<file path="src/rtl/tc_pkg.sv">
// Shared types and default geometry for the tile scheduler and its accumulator lanes.
package tc_pkg;

  typedef enum logic [1:0] {
    IDLE  = 2'd0,
    RUN   = 2'd1,
    DRAIN = 2'd2,
    OUT   = 2'd3
  } state_t;

  localparam int N_UNIT_DEF  = 32;
  localparam int TILE_M_DEF  = 4;
  localparam int TILE_K_DEF  = 8;
  localparam int DW_DATA_DEF = 8;
  localparam int DW_ACC_DEF  = 24;

endpackage

</file>
<file path="src/rtl/tc_acc_lane.sv">
// Single accumulator lane: synchronous clear, conditional add of an unsigned lane value.
// TC_SCHED_SAT_EN selects saturation at all-ones instead of modulo wrap.
module tc_acc_lane
  import tc_pkg::*;
#(
  parameter int DW_DATA = DW_DATA_DEF,
  parameter int DW_ACC  = DW_ACC_DEF
) (
  input  logic               clk,
  input  logic               reset,
  input  logic               clr,
  input  logic               add_en,
  input  logic [DW_DATA-1:0] add_val,
  output logic [DW_ACC-1:0]  acc
);

`ifdef TC_SCHED_SAT_EN
  // One extra bit catches the carry; once pinned at all-ones the lane stays there.
  logic [DW_ACC:0] sum;
  assign sum = {1'b0, acc} + {{(DW_ACC + 1 - DW_DATA){1'b0}}, add_val};
`else
  logic [DW_ACC-1:0] sum;
  assign sum = acc + {{(DW_ACC - DW_DATA){1'b0}}, add_val};
`endif

  always_ff @(posedge clk or negedge reset) begin
    if (!reset) begin
      acc <= '0;
    end else if (clr) begin
      acc <= '0;
    end else if (add_en) begin
`ifdef TC_SCHED_SAT_EN
      acc <= sum[DW_ACC] ? '1 : sum[DW_ACC-1:0];
`else
      acc <= sum;
`endif
    end
  end

endmodule

</file>
<file path="src/rtl/tc_tile_sched.sv">
// Tile scheduler: issues joint A/B beats into tc_array, tracks its fixed latency with a tag
// pipe and accumulates per-lane results. Optional TC_SCHED_SAT_EN makes the lanes saturate.
module tc_tile_sched
  import tc_pkg::*;
#(
  parameter int N_UNIT    = N_UNIT_DEF,
  parameter int TILE_M    = TILE_M_DEF,
  parameter int TILE_K    = TILE_K_DEF,
  parameter int DW_DATA   = DW_DATA_DEF,
  parameter int DW_ACC    = DW_ACC_DEF,
  parameter int DW_CNT    = 8,
  parameter int ARRAY_LAT = 2
) (
  input  logic                      clk,
  input  logic                      reset,
  input  logic                      cmd_valid,
  output logic                      cmd_ready,
  input  logic [DW_CNT-1:0]         cmd_k_steps,
  input  logic                      a_valid,
  output logic                      a_ready,
  input  logic [N_UNIT*DW_DATA-1:0] a_data,
  input  logic                      b_valid,
  output logic                      b_ready,
  input  logic [N_UNIT*DW_DATA-1:0] b_data,
  output logic [N_UNIT*DW_DATA-1:0] arr_in_a,
  output logic [N_UNIT*DW_DATA-1:0] arr_in_b,
  input  logic [TILE_M*DW_DATA-1:0] arr_out,
  output logic                      res_valid,
  input  logic                      res_ready,
  output logic [TILE_M*DW_ACC-1:0]  res_data,
  output logic                      busy
);

  localparam logic [TILE_M*TILE_K*DW_DATA-1:0] BUBBLE = '0;

  state_t               state;
  logic [DW_CNT-1:0]    k_steps;
  logic [DW_CNT-1:0]    issue_cnt;
  logic [DW_CNT-1:0]    acc_cnt;
  logic [DW_CNT-1:0]    acc_cnt_nx;
  logic [ARRAY_LAT-1:0] tags;
  logic                 issue;
  logic                 tag_exit;
  logic                 cmd_accept;
  logic                 last_issue;

  assign issue      = (state == RUN) && a_valid && b_valid;
  assign a_ready    = issue;
  assign b_ready    = issue;
  assign cmd_accept = cmd_valid && cmd_ready;
  assign tag_exit   = tags[ARRAY_LAT-1];
  assign acc_cnt_nx = acc_cnt + DW_CNT'(tag_exit);
  assign last_issue = issue && ((issue_cnt + DW_CNT'(1)) == k_steps);
  assign busy       = (state != IDLE);

  // Completion is judged on the post-edge accumulate count so OUT is entered on the very
  // edge that folds in the last beat.
  always_ff @(posedge clk or negedge reset) begin
    if (!reset) begin
      state     <= IDLE;
      cmd_ready <= 1'b0;
      res_valid <= 1'b0;
      k_steps   <= '0;
      issue_cnt <= '0;
      acc_cnt   <= '0;
      tags      <= '0;
      arr_in_a  <= '0;
      arr_in_b  <= '0;
    end else begin
      tags      <= ARRAY_LAT'({tags, issue});
      arr_in_a  <= issue ? a_data : BUBBLE;
      arr_in_b  <= issue ? b_data : BUBBLE;
      issue_cnt <= cmd_accept ? '0 : (issue ? issue_cnt + DW_CNT'(1) : issue_cnt);
      acc_cnt   <= cmd_accept ? '0 : acc_cnt_nx;
      case (state)
        IDLE: begin
          if (cmd_accept) begin
            k_steps   <= cmd_k_steps;
            cmd_ready <= 1'b0;
            if (cmd_k_steps == '0) begin
              state     <= OUT;
              res_valid <= 1'b1;
            end else begin
              state <= RUN;
            end
          end else begin
            cmd_ready <= 1'b1;
          end
        end
        RUN: begin
          if (last_issue) begin
            if (acc_cnt_nx == k_steps) begin
              state     <= OUT;
              res_valid <= 1'b1;
            end else begin
              state <= DRAIN;
            end
          end
        end
        DRAIN: begin
          if (acc_cnt_nx == k_steps) begin
            state     <= OUT;
            res_valid <= 1'b1;
          end
        end
        OUT: begin
          if (res_ready) begin
            state     <= IDLE;
            res_valid <= 1'b0;
            cmd_ready <= 1'b1;
          end
        end
        default: state <= IDLE;
      endcase
    end
  end

  for (genvar m = 0; m < TILE_M; m++) begin : g_lane
    tc_acc_lane #(
      .DW_DATA(DW_DATA),
      .DW_ACC (DW_ACC)
    ) u_lane (
      .clk    (clk),
      .reset  (reset),
      .clr    (cmd_accept),
      .add_en (tag_exit),
      .add_val(arr_out[m*DW_DATA +: DW_DATA]),
      .acc    (res_data[m*DW_ACC +: DW_ACC])
    );
  end

endmodule

</file>
<file path="config.mk">
export PLATFORM = sky130hd
export DESIGN_NAME = tc_tile_sched
export DESIGN_NICKNAME = d
export VERILOG_FILES = /design/src/rtl/tc_pkg.sv /design/src/rtl/tc_acc_lane.sv /design/src/rtl/tc_tile_sched.sv
export SDC_FILE = /design/constraint.sdc
export NUM_CORES = 1
export LEC_CHECK = 0
export ABC_AREA = 0
export ABC_CLOCK_PERIOD_IN_PS = 7150
export BUFFER_PORTS_ARGS = -buffer_cell sky130_fd_sc_hd__buf_2
export CORE_AREA = 2 2 459 461
export DETAILED_ROUTE_END_ITERATION = 8
export DIE_AREA = 0 0 461 463
export GPL_ROUTABILITY_DRIVEN = 1
export MAX_ROUTING_LAYER = met4
export PLACE_DENSITY = 0.36
export SETUP_SLACK_MARGIN = 0.2
export SYNTH_ARGS = -nofsm -noshare
export SYNTH_HDL_FRONTEND = slang
export SYNTH_SLANG_ARGS = --single-unit
</file>
<file path="constraint.sdc">
create_clock -name clk -period 7.15 [get_ports clk]
set_clock_uncertainty 0.15 [all_clocks]
set_input_delay 0.3575 -clock clk [delete_from_list [all_inputs] [get_ports clk]]
set_output_delay 0.3575 -clock clk [all_outputs]
set_load 0.02 [all_outputs]
</file>
# Word level (Yosys, flattened, before mapping)
# Index checks and enable logic that the tools add are counted.
# op_classes
n_addsub	6
mux	29
reduce_logical	14
n_eq_ne	10
# op_table
cell	n
2-to-1 mux 256 bit	2
2-to-1 mux 24 bit	8
adder 24 x 8 -> 24 bit	4
2-to-1 mux 8 bit	3
equality test 8 bit	2
2-to-1 mux 2 bit	5
!= test 2 bit, second input constant	5
adder 8 x 1 -> 8 bit	1
adder 8 x 1 -> 8 bit, second input constant	1
logical NOT 8 bit	1
2-to-1 mux 1 bit	8
case mux 2 bit (4 select lines)	1
AND reduction 4 bit	2
nonzero test 2 bit	4
equality test 2 bit, second input constant	2
logical AND 1 bit	4
case mux 1 bit (4 select lines)	1
AND reduction 2 bit	2
equality test 2 x 1 -> 1 bit, second input constant	1
logical NOT 2 bit	1
case mux 1 bit (2 select lines)	1
# word_totals
output_inout_bits	613
register_bits	638
word_cells	72

# Longest topological paths before layout
# logic_depth
depth_word	6
depth_mapped	9

# By module
# A second synthesis with hierarchy kept.
# hier_totals
cells_unflattened	1919
area_unflattened_um2	24397.1
# by_module_without_submodules
module	n_inst	seq_area_each_um2	area_each_um2	cells_each
tc_tile_sched	1	13563.0	18019.8	1254
tc_acc_lane (g_lane[1].u_lane ...)	3	600.6	1625.3	169
tc_acc_lane (g_lane[0].u_lane)	1	600.6	1501.4	158

# Least setup slack after synthesis
# OpenSTA, ideal clock, no wires.
# synth_path
path_kind	register -> register
from	reg g_lane[2].u_lane.acc[0]
to	reg g_lane[2].u_lane.acc[22]
path_stages_with_launch	9
path_slack_ps	4450
t_arrival_ps	2430
n_path_buf	0
cell_sequence	dfrtp_1 > ha_1 > fa_1 > a21o_1 > a21oi_1 > o21bai_1 > a2111oi_4 > nor3_1 > a31o_2
# synth_between
elab_chain_len	3
# synth_lines
element	line_no	rtl
start, declared	tc_acc_lane.sv:14	output logic [DW_ACC-1:0] acc
start signal, assigned	tc_acc_lane.sv:35	acc <= sum;
adder 24 x 8 -> 24 bit	tc_acc_lane.sv:23	assign sum = acc + {{(DW_ACC - DW_DATA){1'b0}}, add_val};
2-to-1 mux 24 bit	tc_acc_lane.sv:31	end else if (add_en) begin
2-to-1 mux 24 bit	tc_acc_lane.sv:29	end else if (clr) begin
# Every way passes these cells. The select of a mux whose other input is x is not followed.
# A chain may end at the register's enable or synchronous reset.

# Worst setup path after layout
# layout_path
from	reg state[1]
to	out a_ready
# layout_between
elab_chain_len	3
# layout_lines
element	line_no	rtl
start, declared	tc_tile_sched.sv:36	state_t state;
start signal, assigned	tc_tile_sched.sv:60	state <= IDLE;
start signal, assigned	tc_tile_sched.sv:81	state <= OUT;
start signal, assigned	tc_tile_sched.sv:84	state <= RUN;
equality test 2 x 1 -> 1 bit	tc_tile_sched.sv:47	assign issue = (state == RUN) && a_valid && b_valid;
logical AND 1 bit (2 in series)	tc_tile_sched.sv:47	
end, declared	tc_tile_sched.sv:20	output logic a_ready,
# Every way passes these cells.

==> metrics.md <==
| Metric | Value |
|---|---|
| Worst setup EP type | primary output |
| Crit path max fanout | 96 |
| Status | complete, no violations |
| Post_cts resized | 0 |
| Ys Warns | 0 |
| Hold endpoint | g_lane[2].u_lane.acc[6] |
| Count of input and output buffers | 1170 |
| Largest family of logic cells by synthesized area | simple AND/OR/NAND/NOR gates |
| RR Startpoint | state[1] |
| # DRC | 0 |
| Clk_lat worst skew | about 0.73 ns |
| Crit-path slowest cell | buf_4 |
| Mean post-synth cell area | 12.8 µm² |
| Starting Density | 0.113 |
| CTS tree | yes |
| Vias in the first global route | 22900 |
| Initial antenna violation count | 91 |
| Reg2reg end | arr_in_b[126] |
| Post-Synth Simple-Gate Area | 0.194 |
| Clock Power Share | 0.435 |
| Clk root buf | clkbuf_16 |
| Final TNS setup | 0 ns |
| Die width | around 460 µm |
| P per Cell Area | 255 mW/mm² |
| Clock-pin slew on the worst setup and hold paths | 0.05 ns |
| Achievable Freq | 260 MHz |
| Global-route wire length before repair | 191 mm |
| Post-synthesis mux area share | 0.0123 |
| Setup WS post-layout | between 3 and 4 ns |
| Syn Inst Count | 1844 |
| Startpoint type of the worst setup path | register |
| Fin. max-slew vios | 0 |
| Row count | 168 |
| Post-Syn Nets | 2446 |
| Syn Std Cell Area | around 0.024 mm² |
| Data required, critical path | 6.64 ns |
| Worst hold path depth | 5 |
| Max transition margin | 0.292 |
| Hold crit path type | in -> reg |
| Pint | 0.00730 W |
| Critical Path, Cell by Cell | inv_1 > ha_1 > nand3_1 > inv_8 > buf_4 > buf_2 |
| Routed len/inst | around 22 µm |
| Ys async rst share | 1.00 |
| Reg power frac | 0.380 |
| Final worst path period need | just under 4 ns |
| Synth unique cells | 56 |
| Worst Min Path Start | arr_out[22] |
| Final setup violation count | 0 |
| Area growth, synth to finish | 74.8% |
| Sink Count | 638 |
| # H-tree levels | 3 |
| # IOs | 1171 |
| Final core occ | 0.198 |
| Unrepaired setup endpoints after global routing | false |
| Switching share of power | 0.307 |
| R2R setup slack | around 3.7 ns |
| Arrival time worst endpoint | 3.34 ns |
| ANT nets after route | 0 |
| Die ar. | between 0.2 and 0.25 mm² |
| Total gr overflow | 0 |
| Sw power | 0.00323 W |
| CTS Buffer Depth | 3 |
| HPWL Detailed | 112 mm |
| DRT Pass-1 Iters | 5 |
| Commonest non-fill, non-tap cell in the layout | buf_2 |
| GPL Wtd Cong | 0.825 |
| Setup CP Type | reg -> out |
| CP peak stage delay | about 0.59 ns |
| # nets final | 4179 |
| Post-synthesis xor/xnor area fraction | 0.0375 |
| Design Power | 0.0105 W |
| Post-CTS setup buffer count | 0 |
| Sequential area share after synthesis | 0.675 |
| CORE AREA | 0.209 mm² |
| Vias/cell | 3.22 |
| Final period util | 0.539 |
| Final wirelength | around 140 mm |
| Tightest Pin Transition | ~1.1 ns |
| Height of the die | 463 µm |
| Min Hold Slack | 0.0992 ns |
| Synth Flop Type | dfrtp_1 |
| Combinational share of power | 0.185 |
| Reg2reg path depth | 7 |
| Maxcap violations | 0 |
| CTS Buf Count | 88 |
| DRC marker count from the first detailed-route iteration | roughly 1000 |
| Adder-Cell Fraction of Synth Area | 0.0246 |
| Pleak | 21.3 nW |
| Largest net degree at the start of global routing | 157 |
| Post-synthesis compound-gate area fraction | 0.0395 |
| GRT Overall Usage | 0.133 |
| Hold Vio Cnt, Final | 0 |
| Most frequent cells in the layout | buf_2 (1169), dfrtp_1 (637), dlygate4sd3_1 (539), and2_1 (518), nor2_1 (108) |
| Share of cells above drive strength 1 | 0.370 |
| Via Count | 20900 |
| Yosys reg bits | 638 |
| EDFF count, synth | 0 |
| Pre-CTS setup slack | 3.67 ns |
| Peak VDD IR | 0.162 mV |
worst max-delay path by stage:
stage                          endpoint  depth (start not counted)                     from
2_1_floorplan  g_lane[2].u_lane.acc[22]                          8  g_lane[2].u_lane.acc[0]
3_3_place_gp               arr_in_a[14]                          7                 state[1]
3_5_place_dp               arr_in_a[74]                          7                 state[1]
4_1_cts                         a_ready                          6                 state[1]
5_1_grt                         a_ready                          6                 state[1]
6_report                        a_ready                          6                 state[1]
per-layer routing:
| metal | routed length (µm) | global-route usage | up-vias |
|---|---|---|---|
| met2 | 68000 | 0.217 | 922 |
| met5 | 0 | - | - |
| met3 | 15600 | 0.0615 | 293 |
| met1 | 52100 | 0.138 | 10200 |
| li1 | - | - | 9472 |
| met4 | 6050 | 0.0573 | 0 |
critical path: cells and delay by family, from the launching register on:
kind,cells,cell delay (ns)
DFF,1,0.41
adders and majority gates,1,0.20
buffers and inverters,4,1.48
and+or+nand+nor,1,0.34
sequential cells by signal, summed over array words and instances (netlist names):
signal,count
issue_cnt,8
arr_in_a,256
g_lane.u_lane.acc,96
acc_cnt,8
arr_in_b,256
cmd_ready,1
k_steps,8
tags,2
res_valid,1
state,2
final cells by class:
| type | instances | area [µm²] |
|---|---|---|
| fillers | 23100 | 167000 |
| flip-flops and latches | 638 | 16000 |
| repair buffers | 1726 | 11400 |
| multi-input cells | 1101 | 7270 |
| well taps | 2805 | 3510 |
| clock buffers | 117 | 2460 |
| clock inverters | 41 | 515 |
| inverters | 22 | 90.1 |
| diodes | 32 | 80.1 |
logic make-up after synthesis:
| logic type | Yosys count |
|---|---|
| adder cells (fa/ha/maj) | 44 |
| flip-flops | 638 |
| multiplexers | 28 |
| buffers and inverters | 105 |
| XOR/XNOR | 93 |
| AO/OA/AOI/OAI | 144 |
| AND/OR/NAND/NOR | 792 |
cell usage after synthesis (8+ instances only):
master | instances | share of area
nor3_1 | 16 | 0.0034
xnor2_1 | 63 | 0.023
nand3_1 | 30 | 0.0064
nor2_1 | 108 | 0.017
ha_1 | 40 | 0.021
and2_1 | 519 | 0.14
o21bai_1 | 8 | 0.0025
nor4_1 | 8 | 0.0021
dfrtp_1 | 638 | 0.68
a21oi_1 | 60 | 0.013
mux2_2 | 8 | 0.0038
inv_1 | 22 | 0.0035
xor2_1 | 25 | 0.0093
a21o_1 | 10 | 0.0032
clkbuf_1 | 75 | 0.012
o21ai_0 | 30 | 0.0064
nand4_1 | 12 | 0.0032
and3_1 | 16 | 0.0042
or3_1 | 19 | 0.0050
mux2i_1 | 20 | 0.0085
nand2_1 | 37 | 0.0059
power groups by stage:
stage | logic, W | clock network, W | registers (W)
floorplan | 0.000642 | 0 | 0.00428
global placement | 0.00172 | 0 | 0.00407
detailed placement | 0.00171 | 0 | 0.00406
CTS | 0.00201 | 0.00478 | 0.00401
global route | 0.00214 | 0.00491 | 0.00403
finish | 0.00195 | 0.00458 | 0.00401
stage by stage:
stage | area (µm²) | instances
global route | 41300 | 6476
finish | 41300 | 6482
detailed placement | 32900 | 5753
global placement | 32900 | 5753
CTS | 41200 | 6450
floorplan | 23600 | 1844
timing repair:
action                     in CTS  in global routing
hold buffers                  539                  0
hold endpoints to repair      618                  0
setup endpoints to repair       0                  0
(Power assumes the default switching activity.)
